## src/rtl/fifo_wr_arbiter.sv

```systemverilog
// fifo_wr_arbiter
//   Round-robin arbiter that shares the write port of one fifo among four
//   producers. A producer is granted for a burst of up to BURST_LEN
//   transfers. While it holds the grant, its data and rts/rtr handshake are
//   steered onto the fifo input. The arbiter holds no data, so words from
//   one producer reach the fifo in the order that producer sent them.
//
//   Optional feature (macro FIFO_ARB_TAG_EN):
//     defined   : out_data = {grant_id, payload}, DATA_WIDTH+2 bits
//     undefined : out_data = payload only, DATA_WIDTH bits
//
// Ports
//   clk          clock; all state changes on the rising edge
//   rst          asynchronous active-high reset
//   req_data     producer data, requester i in [i*DATA_WIDTH +: DATA_WIDTH]
//   req_rts      per-requester ready-to-send
//   req_rtr      per-requester ready-to-receive
//   req_xfc      per-requester transfer complete (req_rts & req_rtr)
//   out_data     to fifo in_data
//   out_rts      to fifo in_rts
//   out_rtr      from fifo in_rtr
//   out_xfc      out_rts & out_rtr
//   grant_valid  a grant is currently held
//   grant_id     index of the granted requester
//   burst_cnt    transfers completed in the current grant
module fifo_wr_arbiter #(
  parameter int DATA_WIDTH = 12,
  parameter int BURST_LEN  = 8
) (
  input  logic                      clk,
  input  logic                      rst,
  input  logic [4*DATA_WIDTH-1:0]   req_data,
  input  logic [3:0]                req_rts,
  output logic [3:0]                req_rtr,
  output logic [3:0]                req_xfc,
`ifdef FIFO_ARB_TAG_EN
  output logic [DATA_WIDTH+1:0]     out_data,
`else
  output logic [DATA_WIDTH-1:0]     out_data,
`endif
  output logic                      out_rts,
  input  logic                      out_rtr,
  output logic                      out_xfc,
  output logic                      grant_valid,
  output logic [1:0]                grant_id,
  output logic [7:0]                burst_cnt
);

  localparam logic [7:0] LAST_CNT = 8'(BURST_LEN - 1);

  typedef enum logic {IDLE = 1'b0, GRANT = 1'b1} state_t;

  state_t          state, state_nxt;
  logic [1:0]      grant_id_nxt;
  logic [1:0]      last_id, last_id_nxt;
  logic [7:0]      burst_cnt_nxt;
  logic [DATA_WIDTH-1:0] sel_data;
  logic [2:0]      pick;
  logic            burst_end;

  // Returns {found, index}: the first requester with rts high, searching
  // from prev+1 upward and wrapping. prev itself is examined last, so a
  // requester whose burst just ended only wins if nobody else is asking.
  function automatic logic [2:0] rr_pick(input logic [3:0] rts,
                                         input logic [1:0] prev);
    logic [1:0] idx;
    rr_pick = 3'b000;
    // Walk from the farthest candidate to the nearest so the nearest
    // requesting one is the final assignment.
    for (int k = 4; k >= 1; k--) begin
      idx = prev + 2'(k);
      if (rts[idx]) rr_pick = {1'b1, idx};
    end
  endfunction

  // Combinational datapath steered by the registered grant
  assign grant_valid = (state == GRANT);
  assign sel_data    = req_data[int'(grant_id)*DATA_WIDTH +: DATA_WIDTH];
  assign out_rts     = grant_valid & req_rts[grant_id];
  assign out_xfc     = out_rts & out_rtr;
  assign req_rtr     = (grant_valid & out_rtr) ? (4'b0001 << grant_id) : 4'b0000;
  assign req_xfc     = req_rts & req_rtr;

`ifdef FIFO_ARB_TAG_EN
  assign out_data = grant_valid ? {grant_id, sel_data} : '0;
`else
  assign out_data = grant_valid ? sel_data : '0;
`endif

  // last_id equals grant_id during a grant, so one search base covers both
  // the IDLE pick and the end-of-burst re-pick.
  assign pick      = rr_pick(req_rts, last_id);
  assign burst_end = (out_xfc && (burst_cnt == LAST_CNT)) || !req_rts[grant_id];

  always_comb begin
    state_nxt     = state;
    grant_id_nxt  = grant_id;
    last_id_nxt   = last_id;
    burst_cnt_nxt = burst_cnt;
    case (state)
      IDLE: begin
        if (pick[2]) begin
          state_nxt     = GRANT;
          grant_id_nxt  = pick[1:0];
          last_id_nxt   = pick[1:0];
          burst_cnt_nxt = 8'd0;
        end
      end
      GRANT: begin
        if (burst_end) begin
          burst_cnt_nxt = 8'd0;
          if (pick[2]) begin
            grant_id_nxt = pick[1:0];
            last_id_nxt  = pick[1:0];
          end else begin
            state_nxt = IDLE;
          end
        end else if (out_xfc) begin
          burst_cnt_nxt = burst_cnt + 8'd1;
        end
      end
      default: state_nxt = IDLE;
    endcase
  end

  always_ff @(posedge clk or posedge rst) begin
    if (rst) begin
      state     <= IDLE;
      grant_id  <= 2'd0;
      last_id   <= 2'd3;
      burst_cnt <= 8'd0;
    end else begin
      state     <= state_nxt;
      grant_id  <= grant_id_nxt;
      last_id   <= last_id_nxt;
      burst_cnt <= burst_cnt_nxt;
    end
  end

endmodule
```

## config.mk

```make
export PLATFORM = sky130hd
export DESIGN_NAME = fifo_wr_arbiter
export DESIGN_NICKNAME = d
export VERILOG_FILES = /design/src/rtl/fifo_wr_arbiter.sv
export SDC_FILE = /design/constraint.sdc
export NUM_CORES = 1
export LEC_CHECK = 0
export ABC_CLOCK_PERIOD_IN_PS = 2600
export CAP_MARGIN = 40
export CORE_MARGIN = 8
export CORE_UTILIZATION = 35
export DETAILED_ROUTE_END_ITERATION = 12
export PLACE_DENSITY = 0.83
export SYNTH_ARGS = -nofsm -noshare
export SYNTH_HDL_FRONTEND = slang
export SYNTH_SLANG_ARGS = --single-unit
```

## constraint.sdc

```tcl
create_clock -name clk -period 2.6 [get_ports clk]
set_clock_uncertainty 0.05 [all_clocks]
set_input_delay 0.52 -clock clk [delete_from_list [all_inputs] [get_ports clk]]
set_output_delay 0.52 -clock clk [all_outputs]
set_load 0.01 [all_outputs]
```

# After elaboration in Yosys (flattened, before gate mapping)

Index checks and enable logic that the tools add are counted.

Bits in registers: 13
Output and inout port bits: 33
Logic and storage cells: 58

Add/subtract/negate cells: 4
$mul: 1
$lt $le $gt $ge: 5
Eq/ne operators: 4
Shifts and indexed selects: 2
Multiplexer cells: 29
Bitwise gates (word level): 5
Reduce and logical (&&, ||, !) cells: 4

Operators with widths:

| cell                                                                   | count |
|---|---|
| 48-bit by 7-bit variable part select with 12-bit output                | 1 |
| 8-bit two-way mux                                                      | 3 |
| 8-bit one-hot mux with 2 select lines                                  | 1 |
| 2-bit by 3-bit < comparator with 1-bit output (second input constant)  | 5 |
| 12-bit two-way mux                                                     | 1 |
| 3-bit two-way mux                                                      | 4 |
| 1-bit binary-select mux with 2-bit select                              | 5 |
| 8-bit by 1-bit adder with 8-bit output (second input constant)         | 1 |
| 8-bit by 3-bit equality test with 1-bit output (second input constant) | 1 |
| 2-bit two-way mux                                                      | 4 |
| 2-bit one-hot mux with 2 select lines                                  | 2 |
| 1-bit two-way mux                                                      | 7 |
| 2-bit adder (second input constant)                                    | 2 |
| 4-bit bitwise AND                                                      | 1 |
| 2-bit by 2-bit multiplier with 4-bit output (second input constant)    | 1 |
| 4-bit two-way mux                                                      | 1 |
| 1-bit by 2-bit left shift with 4-bit output (first input constant)     | 1 |
| 1-bit bitwise AND                                                      | 3 |
| 3-bit by 2-bit != test with 1-bit output (second input constant)       | 1 |
| 2-bit by 1-bit adder with 2-bit output (second input constant)         | 1 |
| 2-bit by 1-bit != test with 1-bit output (second input constant)       | 1 |
| 2-bit != test (second input constant)                                  | 1 |
| 1-bit one-hot mux with 2 select lines                                  | 1 |
| 2-bit AND reduction                                                    | 1 |
| other kinds (4)                                                        | 4 |

# Longest topological paths before layout

Depth after elaboration: 9
Depth in mapped cells: 6
Mapped depth without buffers: 5

# Least setup slack after synthesis

No wires, ideal clock.

Kind: reg-to-output
Start: register grant_id[0]
End: output port out_data[10]
Arrival: 1.535 ns
Data required time: 2.030 ns
Setup slack: 0.495 ns
Cell stages (with the launch flop): 5
Path buffers: 2
Path through: dfrtp_1 -> buf_2 -> clkbuf_8 -> mux4_2 -> and2_1

Longest elaborated chain between the ends: 3

RTL lines:

| what                                                    | RTL line | RTL |
|---|---|---|
| from (decl)                                             | 45       | `output logic [1:0] grant_id,` |
| from (signal assigned)                                  | 134      | `grant_id <= grant_id_nxt;` |
| 2-bit by 2-bit multiplier with 4-bit output             | 78       | `assign sel_data = req_data[int'(grant_id)*DATA_WIDTH +: DATA_WIDTH];` |
| 48-bit by 7-bit variable part select with 12-bit output | 78       |  |
| 12-bit two-way mux                                      | 87       | `assign out_data = grant_valid ? sel_data : '0;` |
| to (decl)                                               | 39       | `output logic [DATA_WIDTH-1:0] out_data,` |

Every way passes these cells.

# Worst setup path in the final report

Start: input port req_rts[1]
End: output port out_xfc

Longest elaborated chain between the ends: 4

RTL lines:

| what                                      | RTL line | RTL |
|---|---|---|
| from (decl)                               | 33       | `input logic [3:0] req_rts,` |
| 1-bit binary-select mux with 2-bit select | 79       | `assign out_rts = grant_valid & req_rts[grant_id];` |
| 1-bit two-way mux (implied by the code)   | 79       |  |
| 1-bit bitwise AND                         | 79       |  |
| 1-bit bitwise AND                         | 80       | `assign out_xfc = out_rts & out_rtr;` |
| to (decl)                                 | 43       | `output logic out_xfc,` |

Every way passes these cells. The select of a mux whose other input is x is not followed.

==> results.json <==
{
  "status": "finished, final reports clean",
  "final-setup-viol-count": 0,
  "max_cap_violations": 0,
  "clock_latency_ps": 280,
  "final_layout_size_suffix_gt1_share_pct": 19.9,
  "cp-end-kind": "output port",
  "syn_inst": 128,
  "via_per_inst": 5.35,
  "initial_core_util_pct": 35.3,
  "netlist_area_um2": 1260,
  "hold_path_class": "reg2reg",
  "multiInputGateArea_um2": 841,
  "p_leak_nw": 1.05,
  "worst_slew_pin_slew_ps": 500,
  "finalNetCount": 288,
  "fin_area_um2": 2350,
  "ios": 88,
  "antenna_found_initial": 0,
  "drt_iter0_drc": 35,
  "grtUsageTotal_pct": 16.2,
  "clkTransAtPathRegs_ps": 80,
  "relSlewSlack_pct": 66.6,
  "min_period_ps": 2540,
  "critPathMaxFanout": 2,
  "r2r_slack_ps": 480,
  "drt.antenna.violating_nets": 0,
  "tns_ps": 0,
  "routed-via-count": 1493,
  "critical_path_class": "in2out",
  "place_ws_ps": -23.3,
  "portBuffers": 87,
  "crit_arrival_ps": 1970,
  "holdBufCountCts": 0,
  "die_y_um": 76.1,
  "cp_common_cell": "clkdlybuf4s50_1",
  "syn_to_final_growth_pct": 86.1,
  "grt_max_degree": 20,
  "grt_setup_unrepaired": "false",
  "wire_per_inst_um": 17.8,
  "die_x_um": 76.1,
  "num_antenna_cells": 0,
  "p_per_area_nw_per_um2": 775,
  "cts_tree": "done",
  "yosysWarnings": 0,
  "cp-start-kind": "primary input",
  "fp.coreArea_um2": 3580,
  "seq_area_frac_synth_pct": 25.9,
  "worst_slack_ps": 58.4,
  "routed_wl_um": 4970,
  "crit_slowest_cell": "clkdlybuf4s50_1",
  "numCtsBuffers": 3,
  "hold_viol": 0,
  "overflow": 0,
  "cp.required_ps": 2030,
  "hpwl_um": 3940,
  "syn_nets": 184,
  "ir_worst_vdd_v": 0.000466,
  "rows": 22,
  "slew_viol_final": 0,
  "n_fill_cell": 282,
  "fin_util_pct": 65.7,
  "root_buffer": "clkbuf_4",
  "ys_types": 35,
  "first_pass_iters": 4,
  "placed_area_um2": 2260,
  "clock.fmax_ghz": 0.393,
  "regArea_um2": 328,
  "grt_first_pass_wirelength_um": 7690,
  "clk_path_buf_depth": 2,
  "post-route-period-util_pct": 97.8,
  "gp_congestion": 0.818,
  "hold_ws_ps": 481,
  "syn_avg_cell_area_um2": 9.87,
  "grt_pass1_vias": 1447,
  "worstPathCellList": "clkdlybuf4s50_1, mux2i_1, o22ai_1, clkdlybuf4s50_1",
  "ys_ff_latch": 13,
  "h-tree-depth": 1,
  "cpPeakStageDelay_ps": 600,
  "dieArea_um2": 5790,
  "clkSinkCount": 13,
  "route.detailed.drc": 0
}
[where the power goes]
part           internal [mW]  switching, mW
Clock                 0.0595         0.0704
Sequential             0.265         0.0628
Combinational          0.801          0.564
Total                   1.13          0.697
[routing by layer]
| layer | up-vias | wire length, um | track usage (%) |
|---|---|---|---|
| met2 | 83 | 2580 | 29.5 |
| met3 | 5 | 395 | 3.77 |
| li1 | 691 | - | - |
| met5 | - | 0 | 0 |
| met1 | 714 | 1930 | 18.0 |
| met4 | 0 | 59 | 5.19 |
[path summary, 6_finish.rpt]
kind                              startpoint            to  depth (start not counted)
worst max-delay path              req_rts[1]       out_xfc                          4
worst min-delay path              last_id[1]    last_id[1]                          2
worst max register to register  burst_cnt[3]   grant_id[1]                          4
worst min register to register    last_id[1]    last_id[1]                          2
max in group asynchronous                rst    last_id[1]                          2
min in group asynchronous                rst  burst_cnt[3]                          2
[cells in the mapped netlist]
master / n / area (um^2)
and2_1: 14 / 87.6
mux4_2: 12 / 270
dfrtp_1: 11 / 275
inv_1: 11 / 41.3
nand3_1: 10 / 50.1
mux2i_1: 8 / 80.1
a31oi_1: 6 / 37.5
a41oi_1: 6 / 52.6
nor2_1: 6 / 22.5
clkbuf_1: 4 / 15.0
nand2_1: 4 / 15.0
o22ai_1: 4 / 25.0
nor3_1: 3 / 15.0
a21oi_1: 2 / 10.0
and3_1: 2 / 12.5
clkbuf_8: 2 / 27.5
dfstp_2: 2 / 52.6
nand2b_1: 2 / 12.5
nand3b_1: 2 / 15.0
or4_1: 2 / 15.0
a21boi_1: 1 / 7.51
a21oi_4: 1 / 16.3
a31o_2: 1 / 8.76
and3_2: 1 / 7.51
buf_2: 1 / 5.00
buf_6: 1 / 11.3
clkbuf_2: 1 / 5.00
ha_1: 1 / 12.5
nor2b_1: 1 / 6.26
nor4_2: 1 / 12.5
o211ai_1: 1 / 7.51
o21ai_0: 1 / 5.00
o22ai_2: 1 / 12.5
or2b_1: 1 / 7.51
or3_1: 1 / 6.26
[cells by family (layout without fill, tap and decap cells)]
logic type / Yosys count / count (layout) / share of synthesized area (%)
AO/OA/AOI/OAI: 24 / 24 / 14.5
flip-flops: 13 / 13 / 25.9
multiplexers: 20 / 20 / 27.7
buffers and inverters: 20 / 123 / 8.32
AND/OR/NAND/NOR: 50 / 50 / 22.6
adder cells (fa/ha/maj): 1 / 1 / 0.990
[critical path: cells and delay by family]
kind,cells,cell delay (ps)
buf+inv,2,1080
mux,1,120
compound gates,1,240
[flip-flops by register name (all words and copies together) (netlist names)]
signal / count
grant_valid: 1
burst_cnt: 8
grant_id: 2
last_id: 2
[cells in the final DEF (no fill, tap or decap), drive strengths merged, types with 2 or more instances in the layout]
cell type       n
and3            3
or4             2
dlygate4sd2     6
mux4           12
nand2           4
nor3            3
nand2b          2
o22ai           5
inv            11
buf            21
clkbuf          4
dfrtp          11
nand3b          2
nor2            6
a21oi           3
and2           14
clkdlybuf4s50  72
dlymetal6s2s    9
a31oi           6
mux2i           8
nand3          10
a41oi           6
dfstp           2
[through the flow]
stage,power [mW],cells
after floorplan,1.07,128
after global placement,1.65,269
after detailed placement,1.67,269
after CTS,1.78,273
after global routing,1.95,279
final,1.82,279
[final cells by class]
| type | count | area share (%) |
|---|---|---|
| Sequential cell | 13 | 13.9 |
| Timing Repair Buffer | 108 | 44.9 |
| Tap cell | 48 | 2.55 |
| Inverter | 11 | 1.76 |
| Multi-Input combinational cell | 95 | 35.7 |
| Clock buffer | 4 | 1.12 |
[repair_timing]
item                       in CTS  in global routing
setup buffers                   0                  6
setup endpoints to repair       7                 12
resized for setup               7                 11
pin swaps                       0                  1
hold endpoints to repair        0                  0
No activity file was read; power rests on OpenSTA's default activity.
